## src/rtl/gpr_wb_arbiter.sv

```systemverilog
// gpr_wb_arbiter: writeback arbiter for the GPR register file write port.
// ALU results take the port whenever they are presented and not stalled.
// Load returns queue in a small FIFO and drain when the ALU is idle.
// A starvation guard stalls the ALU once the FIFO head has waited too long.
// Loads are kept raw in the FIFO and are aligned/extended on the way out.
module gpr_wb_arbiter #(
   parameter int TID_W      = 2,
   parameter int LQ_DEPTH   = 4,
   parameter int STARVE_MAX = 8,
   parameter bit R0_ZERO    = 1'b1
) (
   input  logic                          clk,
   input  logic                          rst_n,
   input  logic                          alu_v,
   input  logic [TID_W-1:0]              alu_tid,
   input  logic [5:0]                    alu_rd,
   input  logic [3:0]                    alu_be,
   input  logic [31:0]                   alu_res,
   output logic                          alu_stall,
   input  logic                          ld_v,
   output logic                          ld_rdy,
   input  logic [TID_W-1:0]              ld_tid,
   input  logic [5:0]                    ld_rd,
   input  logic [1:0]                    ld_size,
   input  logic [1:0]                    ld_off,
   input  logic                          ld_sext,
   input  logic [31:0]                   ld_data,
   output logic [$clog2(LQ_DEPTH):0]     ld_cnt,
   output logic [3:0]                    wr,
   output logic [TID_W+5:0]              wa,
   output logic [31:0]                   wd
);

   localparam int AW = $clog2(LQ_DEPTH);
   localparam int CW = AW + 1;
   localparam int WW = $clog2(STARVE_MAX + 1);

   typedef struct packed {
      logic [TID_W-1:0] tid;
      logic [5:0]       rd;
      logic [1:0]       size;
      logic [1:0]       off;
      logic             sext;
      logic [31:0]      data;
   } lq_entry_t;

   lq_entry_t       lq_mem [LQ_DEPTH];
   lq_entry_t       entry_in;
   lq_entry_t       head;
   logic [AW-1:0]   wr_ptr;
   logic [AW-1:0]   rd_ptr;
   logic [CW-1:0]   count;
   logic [WW-1:0]   wait_cnt;
   logic            fifo_empty;
   logic            alu_win;
   logic            push;
   logic            pop;
   logic            wait_hit;
   logic [31:0]     head_ext;

   // Selects the addressed lane of a bus word and extends it to 32 bits.
   function automatic logic [31:0] extend_load(
      input logic [1:0]  size,
      input logic [1:0]  off,
      input logic        sext,
      input logic [31:0] data
   );
      logic [7:0]  lane_b;
      logic [15:0] lane_h;
      logic [31:0] res;
      case (off)
         2'd0:    lane_b = data[7:0];
         2'd1:    lane_b = data[15:8];
         2'd2:    lane_b = data[23:16];
         default: lane_b = data[31:24];
      endcase
      // off[0] is irrelevant for halves; only the upper/lower half is chosen
      lane_h = off[1] ? data[31:16] : data[15:0];
      case (size)
         2'd0:    res = {{24{sext & lane_b[7]}}, lane_b};
         2'd1:    res = {{16{sext & lane_h[15]}}, lane_h};
         default: res = data;
      endcase
      return res;
   endfunction

   assign fifo_empty = (count == '0);
   assign ld_rdy     = (count != CW'(LQ_DEPTH));
   assign ld_cnt     = count;
   assign alu_win    = !alu_stall && alu_v;
   assign pop        = !alu_win && !fifo_empty;
   // A full FIFO refuses new loads even when the head pops this cycle
   assign push       = ld_v && ld_rdy;
   assign head       = lq_mem[rd_ptr];
   assign head_ext   = extend_load(head.size, head.off, head.sext, head.data);
   assign wait_hit   = (int'(wait_cnt) + 1) >= STARVE_MAX;

   // Packs the incoming load return into a FIFO entry.
   always_comb begin
      entry_in      = '0;
      entry_in.tid  = ld_tid;
      entry_in.rd   = ld_rd;
      entry_in.size = ld_size;
      entry_in.off  = ld_off;
      entry_in.sext = ld_sext;
      entry_in.data = ld_data;
   end

   // FIFO storage; contents are only meaningful between the pointers.
   always_ff @(posedge clk) begin
      if (push) begin
         lq_mem[wr_ptr] <= entry_in;
      end
   end

   // FIFO pointers and occupancy; pointers wrap naturally at the power-of-2 depth.
   always_ff @(posedge clk or negedge rst_n) begin
      if (!rst_n) begin
         wr_ptr <= '0;
         rd_ptr <= '0;
         count  <= '0;
      end else begin
         if (push) begin
            wr_ptr <= wr_ptr + AW'(1);
         end
         if (pop) begin
            rd_ptr <= rd_ptr + AW'(1);
         end
         case ({push, pop})
            2'b10:   count <= count + CW'(1);
            2'b01:   count <= count - CW'(1);
            default: count <= count;
         endcase
      end
   end

   // Starvation guard: count lost cycles of a waiting head, stall the ALU at the limit.
   always_ff @(posedge clk or negedge rst_n) begin
      if (!rst_n) begin
         wait_cnt  <= '0;
         alu_stall <= 1'b0;
      end else if (pop || fifo_empty) begin
         wait_cnt  <= '0;
         alu_stall <= 1'b0;
      end else if (wait_hit) begin
         wait_cnt  <= WW'(STARVE_MAX);
         alu_stall <= 1'b1;
      end else begin
         wait_cnt  <= wait_cnt + WW'(1);
      end
   end

   // Registered regfile write port; wa/wd hold when nothing is written.
   always_ff @(posedge clk or negedge rst_n) begin
      if (!rst_n) begin
         wr <= 4'h0;
         wa <= '0;
         wd <= '0;
      end else if (alu_win) begin
         wr <= (R0_ZERO && (alu_rd == 6'd0)) ? 4'h0 : alu_be;
         wa <= {alu_tid, alu_rd};
         wd <= alu_res;
      end else if (pop) begin
         wr <= (R0_ZERO && (head.rd == 6'd0)) ? 4'h0 : 4'hF;
         wa <= {head.tid, head.rd};
         wd <= head_ext;
      end else begin
         wr <= 4'h0;
      end
   end

endmodule

```

## config.mk

```make
export PLATFORM = sky130hd
export DESIGN_NAME = gpr_wb_arbiter
export DESIGN_NICKNAME = d
export VERILOG_FILES = /design/src/rtl/gpr_wb_arbiter.sv
export SDC_FILE = /design/constraint.sdc
export NUM_CORES = 1
export LEC_CHECK = 0
export ABC_AREA = 0
export BUFFER_PORTS_ARGS = -buffer_cell sky130_fd_sc_hd__buf_2
export CORE_MARGIN = 2
export CORE_UTILIZATION = 45
export CTS_CLUSTER_DIAMETER = 100
export DETAILED_ROUTE_END_ITERATION = 8
export PLACE_DENSITY = 0.72
export SLEW_MARGIN = 20
export SYNTH_ARGS = -nofsm -noshare
export SYNTH_HDL_FRONTEND = slang
export SYNTH_SLANG_ARGS = --single-unit
```

## constraint.sdc

```tcl
create_clock -name clk -period 2.49 [get_ports clk]
set_input_delay 0.1245 -clock clk [delete_from_list [all_inputs] [get_ports clk]]
set_output_delay 0.1245 -clock clk [all_outputs]
set_load 0.01 [all_outputs]
```

==> metrics <==
most common cell in the netlist edfxtp_1; CTS tree yes; Fin Setup TNS 0 ns; clk buf depth 3; Post-synth top cells edfxtp_1 (180), dfrtp_1 (56), mux4_2 (45), a211oi_1 (28), or3_1 (27); Synth area leader edfxtp_1; CP max FO 15; synth top area cells edfxtp_1 (54%), dfrtp_1 (14%), mux4_2 (10%); layout cells sized above 1 a little under a third; EDFF count, synth 180; vias in the first global route 6357; max_slew headroom 60.60%; Hold WS a little over 0.007 ns; worst reg2reg setup slack 0.23 ns; RR Endpoint wd[10]; Tmin final about 2.3 ns; top cell type's share of synthesized area 54.11%; grt total ovfl 0; share of synthesized registers carrying an async set or reset 23.73%; Synth Area in Compound Gates 8.717%; register area share after synthesis between 60 and 70%; reg2reg start rd_ptr[0]; row count 54; YS warnings 0; type of origin of the critical path register; FF+latch area 6809 um2; Max Fclk 443.4 MHz; Post-Syn Instances between 600 and 700; I/O Buffers 141; worst reg2reg path depth 5; initial antenna violation count 1; Syn-to-layout area delta 26.90%; Root Driver clkbuf_16; Final Max Tran Viols 0; post-synthesis simple-gate area fraction a little under 8%; Final period util between 90% and 100%; drt first-iter violations between 600 and 700; Syn Nets slightly above 700; Crit Path Class register to register; Power Dens Cells ~1200 nW/um2; adder and majority gate portion of the synthesized area ~1.1%; FILL cells 1664; syn avg cell area roughly 16 um2; Mapped Area about 10000 um2; via count between 6000 and 7000; clock sink count around 240; status finished, final reports clean; worst IR drop on VDD between 0.5 and 0.6 mV; die width between 150 and 200 um; Hold Path Cell Cnt 3; Layout Skew around 0.0064 ns; gpl congestion roughly 0.8; DRC viols 0; final hold viol count 0; flops & latches, synth 236; total CTS buffers 23; total leakage power around 4.7 nW; Ports approximately 140; Die Ht roughly 150 um; DP Wirelength between 15000 and 20000 um; final wirelength 23520 um; H-tree levels 1; CP Capture Type register; min-delay src alu_res[9]; First-pass DRT Iterations 5; CP required 2.86 ns; Synth Area in XOR/XNOR less than 1%; main combinational cell family by area after synthesis multiplexers; Hold Path Sink wd[9]; RSZ-0062 raised after global routing false; Core ar. around 22000 um2; clock slew at reported path FFs about 0.06 ns; drt wl/cell about 21 um; clk_lat worst skew approximately 0.5 ns; WP data arrival about 2.6 ns; largest net degree at the start of global routing between 50 and 60; Final nets 947; die area roughly 23000 um2; # setup viols final 0; gr usage total ~20%; multiplexer share of the synthesized area approximately 11%; Multi-input gate area ~3000 um2; starting density of the core 45.77%; Slew @ Worst Pin 0.5911 ns; max cap viols 0; via/cell ratio ~5.6; Hold Crit Class input pin to register; first-pass GRT wire length approximately 36000 um; Antenna Violating Nets Remaining 0; library cells used by synthesis 46; Main synth FF type edfxtp_1
## area by class of cell
cell class | instances | area share [%]
Antenna cell | 1 | 0.01974
Clock buffer | 34 | 4.945
Inverter | 9 | 0.2665
Tap cell | 280 | 2.764
Timing Repair Buffer | 250 | 14.39
Multi-Input combinational cell | 326 | 23.42
Clock inverter | 7 | 0.4836
Sequential cell | 236 | 53.71
## placed cells by master (no fill, tap or decap), types with 9 or more instances in the layout
cell,count
a211oi_1,28
edfxtp_1,180
dlygate4sd3_1,85
buf_2,141
o221ai_1,16
clkbuf_1,10
buf_4,17
a21oi_1,16
dfrtp_1,54
clkbuf_16,23
inv_1,9
nor2_1,16
mux4_2,45
a21oi_2,10
and2_1,17
a31oi_1,19
or3_1,27
and3b_1,12
nand2_1,26
o21ai_0,18
## logic make-up after synthesis
kind of cell             after synthesis
buffers and inverters                 50
flip-flops                           236
multiplexers                          54
XOR/XNOR                               7
AO/OA/AOI/OAI                        121
adder cells (fa/ha/maj)                8
AND/OR/NAND/NOR                      136
## stage by stage
step,area (um2),utilization [%],setup slack (ns),std cells,total power [mW]
final,12680,58.09,0.2349,1143,14.82
after global routing,12680,58.09,0.06285,1143,15.60
after CTS,12670,58.08,0.2080,1142,14.89
after detailed placement,11140,51.03,0.2253,1016,11.57
after global placement,11140,51.03,0.2949,1016,11.46
after floorplan,9990,-,0.1876,612,9.604
## per-layer routing
layer,routed length (um),up-vias,global-route usage (%),share of wire [%]
met5,0,-,0,0
met4,705,0,6.702,3.0
met3,1855,48,4.083,7.9
met2,10910,289,30.69,46
met1,10050,3139,28.27,43
li1,-,2898,-,-
## critical path, stage by stage (launching register included)
cell and delay [ns]:
dfrtp_2 0.37, buf_12 0.17, mux4_1 0.64, mux4_2 0.56, a31oi_4 0.26, a31oi_1 0.12
## repair_timing
action / in CTS / in global routing
setup buffers: 0 / 0
hold buffers: 85 / 0
gates resized for setup: 0 / 0
hold endpoints to repair: 242 / 0
## worst max path at each step
stage | slack (ns) | to | startpoint
after global routing | 0.06 | wd[1] | rd_ptr[0]
after CTS | 0.21 | wd[10] | rd_ptr[0]
final | 0.23 | wd[10] | rd_ptr[0]
after detailed placement | 0.23 | wd[10] | rd_ptr[0]
after global placement | 0.29 | wd[9] | rd_ptr[0]
after floorplan | 0.19 | lq_mem[0][0] | ld_cnt[0]
## registers in the layout, indices dropped and copies added (netlist names)
| register | cells |
|---|---|
| lq_mem | 180 |
| wd | 32 |
| wa | 8 |
| wait_cnt | 4 |
| wr | 4 |
| ld_cnt | 3 |
| rd_ptr | 2 |
| wr_ptr | 2 |
| alu_stall | 1 |
## power by group
part / leakage, nW / switching, mW / internal (mW) / total [mW]
registers: 2.31 / 0.441 / 5.32 / 5.76
logic: 2.09 / 3.31 / 2.55 / 5.86
clock network: 0.325 / 1.36 / 1.84 / 3.20
total: 4.73 / 5.11 / 9.71 / 14.8
Note: power is estimated with default switching activity, not from simulation.
